File: src/rtl/ras_ckpt.sv
// Return address stack with checkpoint save/restore.
// Circular stack; snapshots hold sp, count and top value.
//
// Ports:
//   clk, rst        : clock, async active-high reset
//   push, push_addr : predicted call and its return address
//   pop             : predicted return
//   ckpt_save/wid   : snapshot the pre-op state into slot wid
//   restore/rid     : recover from slot rid (has priority)
//   top_addr        : stack[sp-1] when count>0, else 0
//   count           : live entries, 0..DEPTH
//   empty, full     : count==0, count==DEPTH
//   restore_err     : 1-cycle pulse, restore of an invalid slot
module ras_ckpt #(
    parameter int DEPTH    = 16,
    parameter int AW       = 32,
    parameter int CKPT_NUM = 4,
    parameter int CW       = $clog2(CKPT_NUM)
) (
    input  logic                   clk,
    input  logic                   rst,
    input  logic                   push,
    input  logic                   pop,
    input  logic [AW-1:0]          push_addr,
    input  logic                   ckpt_save,
    input  logic [CW-1:0]          ckpt_wid,
    input  logic                   restore,
    input  logic [CW-1:0]          ckpt_rid,
    output logic [AW-1:0]          top_addr,
    output logic [$clog2(DEPTH):0] count,
    output logic                   empty,
    output logic                   full,
    output logic                   restore_err
);

    localparam int SW = $clog2(DEPTH);
    localparam logic [SW:0] FULL_CNT = (SW+1)'(DEPTH);

    logic [AW-1:0] stack [DEPTH];
    logic [SW-1:0] sp;
    logic [SW-1:0] sp_m1;
    logic [SW:0]   cnt;

    logic [CKPT_NUM-1:0] ck_vld;
    logic [SW-1:0]       ck_sp  [CKPT_NUM];
    logic [SW:0]         ck_cnt [CKPT_NUM];
    logic [AW-1:0]       ck_top [CKPT_NUM];

    logic          rs_ok;
    logic          rs_bad;
    logic [SW-1:0] sp_n;
    logic [SW:0]   cnt_n;
    logic          wr_en;
    logic [SW-1:0] wr_idx;
    logic [AW-1:0] wr_data;
    logic          err_q;

    assign sp_m1 = sp - 1'b1;
    assign rs_ok  = restore &  ck_vld[ckpt_rid];
    assign rs_bad = restore & ~ck_vld[ckpt_rid];

    assign top_addr    = (cnt != '0) ? stack[sp_m1] : '0;
    assign count       = cnt;
    assign empty       = (cnt == '0);
    assign full        = (cnt == FULL_CNT);
    assign restore_err = err_q;

    // Next-state: restore wins; an invalid restore also
    // suppresses push/pop so the stack is left untouched.
    always_comb begin
        sp_n    = sp;
        cnt_n   = cnt;
        wr_en   = 1'b0;
        wr_idx  = sp;
        wr_data = push_addr;
        if (restore) begin
            if (rs_ok) begin
                sp_n    = ck_sp[ckpt_rid];
                cnt_n   = ck_cnt[ckpt_rid];
                wr_en   = (ck_cnt[ckpt_rid] != '0);
                wr_idx  = ck_sp[ckpt_rid] - 1'b1;
                wr_data = ck_top[ckpt_rid];
            end
        end else if (push && (!pop || cnt == '0)) begin
            wr_en = 1'b1;
            sp_n  = sp + 1'b1;
            cnt_n = (cnt == FULL_CNT) ? cnt : cnt + 1'b1;
        end else if (push && pop) begin
            // call+return: replace the top in place
            wr_en  = 1'b1;
            wr_idx = sp_m1;
        end else if (pop && cnt != '0) begin
            sp_n  = sp_m1;
            cnt_n = cnt - 1'b1;
        end
    end

    always_ff @(posedge clk or posedge rst) begin
        if (rst) begin
            sp     <= '0;
            cnt    <= '0;
            ck_vld <= '0;
            err_q  <= 1'b0;
        end else begin
            sp    <= sp_n;
            cnt   <= cnt_n;
            err_q <= rs_bad;
            if (rs_ok)
                ck_vld[ckpt_rid] <= 1'b0;
            // a same-id save re-validates after the restore
            if (ckpt_save)
                ck_vld[ckpt_wid] <= 1'b1;
        end
    end

    // Payload storage is not reset.
    always_ff @(posedge clk) begin
        if (!rst && wr_en)
            stack[wr_idx] <= wr_data;
        if (!rst && ckpt_save) begin
            ck_sp[ckpt_wid]  <= sp;
            ck_cnt[ckpt_wid] <= cnt;
            ck_top[ckpt_wid] <= stack[sp_m1];
        end
    end

endmodule

File: config.mk
export PLATFORM = sky130hd
export DESIGN_NAME = ras_ckpt
export DESIGN_NICKNAME = d
export VERILOG_FILES = /design/src/rtl/ras_ckpt.sv
export SDC_FILE = /design/constraint.sdc
export NUM_CORES = 1
export LEC_CHECK = 0
export CORE_UTILIZATION = 42
export DETAILED_ROUTE_END_ITERATION = 16
export PLACE_DENSITY = 0.6
export SETUP_SLACK_MARGIN = 0.1
export SLEW_MARGIN = 20
export SYNTH_ARGS = -nofsm -noshare
export SYNTH_HDL_FRONTEND = slang
export SYNTH_SLANG_ARGS = --single-unit
File: constraint.sdc
create_clock -name clk -period 5.5 [get_ports clk]
set_clock_uncertainty 0.15 [all_clocks]
set_input_delay 0.55 -clock clk [delete_from_list [all_inputs] [get_ports clk]]
set_output_delay 0.55 -clock clk [all_outputs]
set_load 0.01 [all_outputs]
==> flow_summary.ini <==
[synth]
netlist_instances = 1169
synth_edf_count = 676
yosys.area_share.simple_pct = 2.02
yosys_register_bits = 690
synth-compound-area-share_pct = 1.28
ys_async_sr_fraction_pct = 2.03
ys_top_cells_by_area = edfxtp_1, mux4_2, mux2_2, dfrtp_1, nor2b_1
synth_top_family_by_area = multiplexers
synth_mux_area_share_pct = 18.7
ys_seq_area_share_pct = 76.3
ys.flop_type = edfxtp_1
ys_types = 57
ys_warn_count = 0
syn_area_per_cell_um2 = 23.1
synth.most_common_cell = edfxtp_1
synth_area_um2 = 27000
yosysTopAreaCell = edfxtp_1
synth_xor_area_share_pct = 0.291
synth.net_count = 1216
synth_fa_ha_area_share_pct = 0.231
synth_top_area_share_pct = 75.0
synthTopCellsByCount = edfxtp_1, mux4_2, mux2_2

[routing]
vias = 12300
final_antenna_net_count = 0
wl_per_cell_um = 26.0
vias_per_cell = 5.59
drtIter0Drc = 1039
drc_errors = 0
dr.pass1.iters = 6
routed_wl_mm = 57.2

[timing]
hold_viol = 0
worstMarginPinSlew_ns = 1.04
hold_slack_ns = 0.318
max_freq_mhz = 213
setup_violations = 0
fin_crit_sh_pct = 85.5
rsz0062_at_grt = false
fin_tns_setup_ns = 0
min_period_ns = 4.70
worst_slack_ns = 0.798
slew_violations = 0
slew_headroom_pct = 30.4

[cts]
ctsHtreeMaxLevel = 3
cts_resized = 0
cts_setup_buffers = 0
clock_path_buffers = 3
numCtsBuffers = 71
clkSinkCount = 690
cts_tree = yes
clk_pin_slew_ns = 0.06
ctsHoldBuffers = 0
cts_root_buf = clkbuf_16
clock_latency_ns = 0.61

[setup_path]
crit_arrival_ns = 4.00
path_class = reg -> out
reg2reg_from = sp[1]
path_max_fanout = 45
cp-end-kind = output port
crit_required_ns = 4.80
worst_setup_path_start_kind = flop
crit_start = sp[1]

[grt]
antenna_found_initial = 2
grt_pass1_vias = 12900
grt_max_degree = 86
track_usage_pct = 17.8
grt_overflow = 0
grt_pass1_wl_mm = 85.1

[run_status]
status = finished clean

[finish]
nets = 1350
multi_input_area_um2 = 6270
syn2layout_area_growth_pct = 16.3
regArea_um2 = 20700
fin_cells = 2201
final_area_um2 = 31400
drive_above_1_share_pct = 29.6
n_antenna_cell = 0
fillCellCount = 5029

[pwr]
p_per_area_nw_per_um2 = 518
p_leak_nw = 9.85
peakVddDrop_mv = 0.250

[job]
drv_cap = 0

[hold_path]
min_path_type = in -> async

[place]
numPortBuffers = 81
place_ws_ns = 1.14
place_area_um2 = 29200
dp_hpwl_mm = 32.2
gp_congestion = 0.744
dpl.cell_count = 2076

[floorplan]
die_y_um = 256
rows = 92
die_x_um = 256
die_area_um2 = 65400
start_util_pct = 42.7
num_io_pins = 82
core_region_area_um2 = 63300
[flip-flops by register name (all words and copies together), names as in the netlist]
signal / cells
ck_cnt: 20
ck_sp: 16
ck_top: 128
ck_vld: 4
count: 5
restore_err: 1
sp: 4
stack: 512
[layout by cell type (no fill, tap or decap), drive strengths merged, types with 3 or more instances in the layout]
cell             n
a21oi            8
a22o             3
and2b            5
and3             3
buf             40
bufinv           6
clkbuf          88
clkdlybuf4s50   79
clkinv          24
clkinvlp         4
dfrtp           14
edfxtp         676
ha               5
inv             12
mux2            38
mux2i            6
mux4           202
nand2           23
nand2b           3
nand3            3
nor2            26
nor2b           29
o21a             3
o21ai           14
xnor2            5
xor2             4
[area by class of cell]
cell class / count / area share [%]
tap: 846 / 3.37
sequential: 690 / 65.7
timing repair buffer: 119 / 3.78
inverter: 9 / 0.107
clock inverter: 37 / 1.14
clock buffer: 88 / 5.99
multi-input combinational: 412 / 19.9
[path summary, 6_finish.rpt]
check                          endpoint  slack, ns  cells after the start
setup / recovery           top_addr[26]       0.80                      7
hold / removal                ck_vld[2]       0.32                      2
setup reg to reg           stack[12][1]       1.64                      8
hold reg to reg               ck_vld[0]       0.40                      1
max in group asynchronous         sp[0]       4.45                      2
min in group clk              ck_vld[2]       0.33                      4
[per-stage QoR]
| stage | utilization (%) | power (mW) |
|---|---|---|
| 2_1_floorplan | - | 9.88 |
| 3_3_place_gp | 46.1 | 11.8 |
| 4_1_cts | 49.7 | 16.5 |
| 6_report | 49.7 | 16.3 |
| 3_5_place_dp | 46.1 | 11.9 |
| 5_1_grt | 49.7 | 17.0 |
[report_power, final]
group,internal [mW],switching [mW]
registers,6.63,0.159
logic,2.37,2.50
clock network,2.72,1.94
total,11.7,4.59
[layer usage]
layer / share of wire [%] / GRT usage [%]
met2: 49 / 28.9
met5: 0 / 0
met1: 44 / 24.9
met4: 1.7 / 5.29
met3: 5.0 / 2.74
[critical path, cell delays in order (launching register included)]
cell and delay, ns:
dfrtp_1 0.50, inv_1 0.16, ha_4 0.74, buf_12 0.35, mux4_2 0.41, mux4_2 0.55, nor2b_1 0.16, clkdlybuf4s50_1 0.48
[kinds of logic (layout without fill, tap and decap cells)]
kind of cell | Yosys count | after routing
adder cells (fa/ha/maj) | 5 | 5
AND/OR/NAND/NOR | 103 | 103
AO/OA/AOI/OAI | 49 | 49
flip-flops | 690 | 690
buffers and inverters | 67 | 253
XOR/XNOR | 9 | 9
multiplexers | 246 | 246
(Power assumes the default switching activity.)
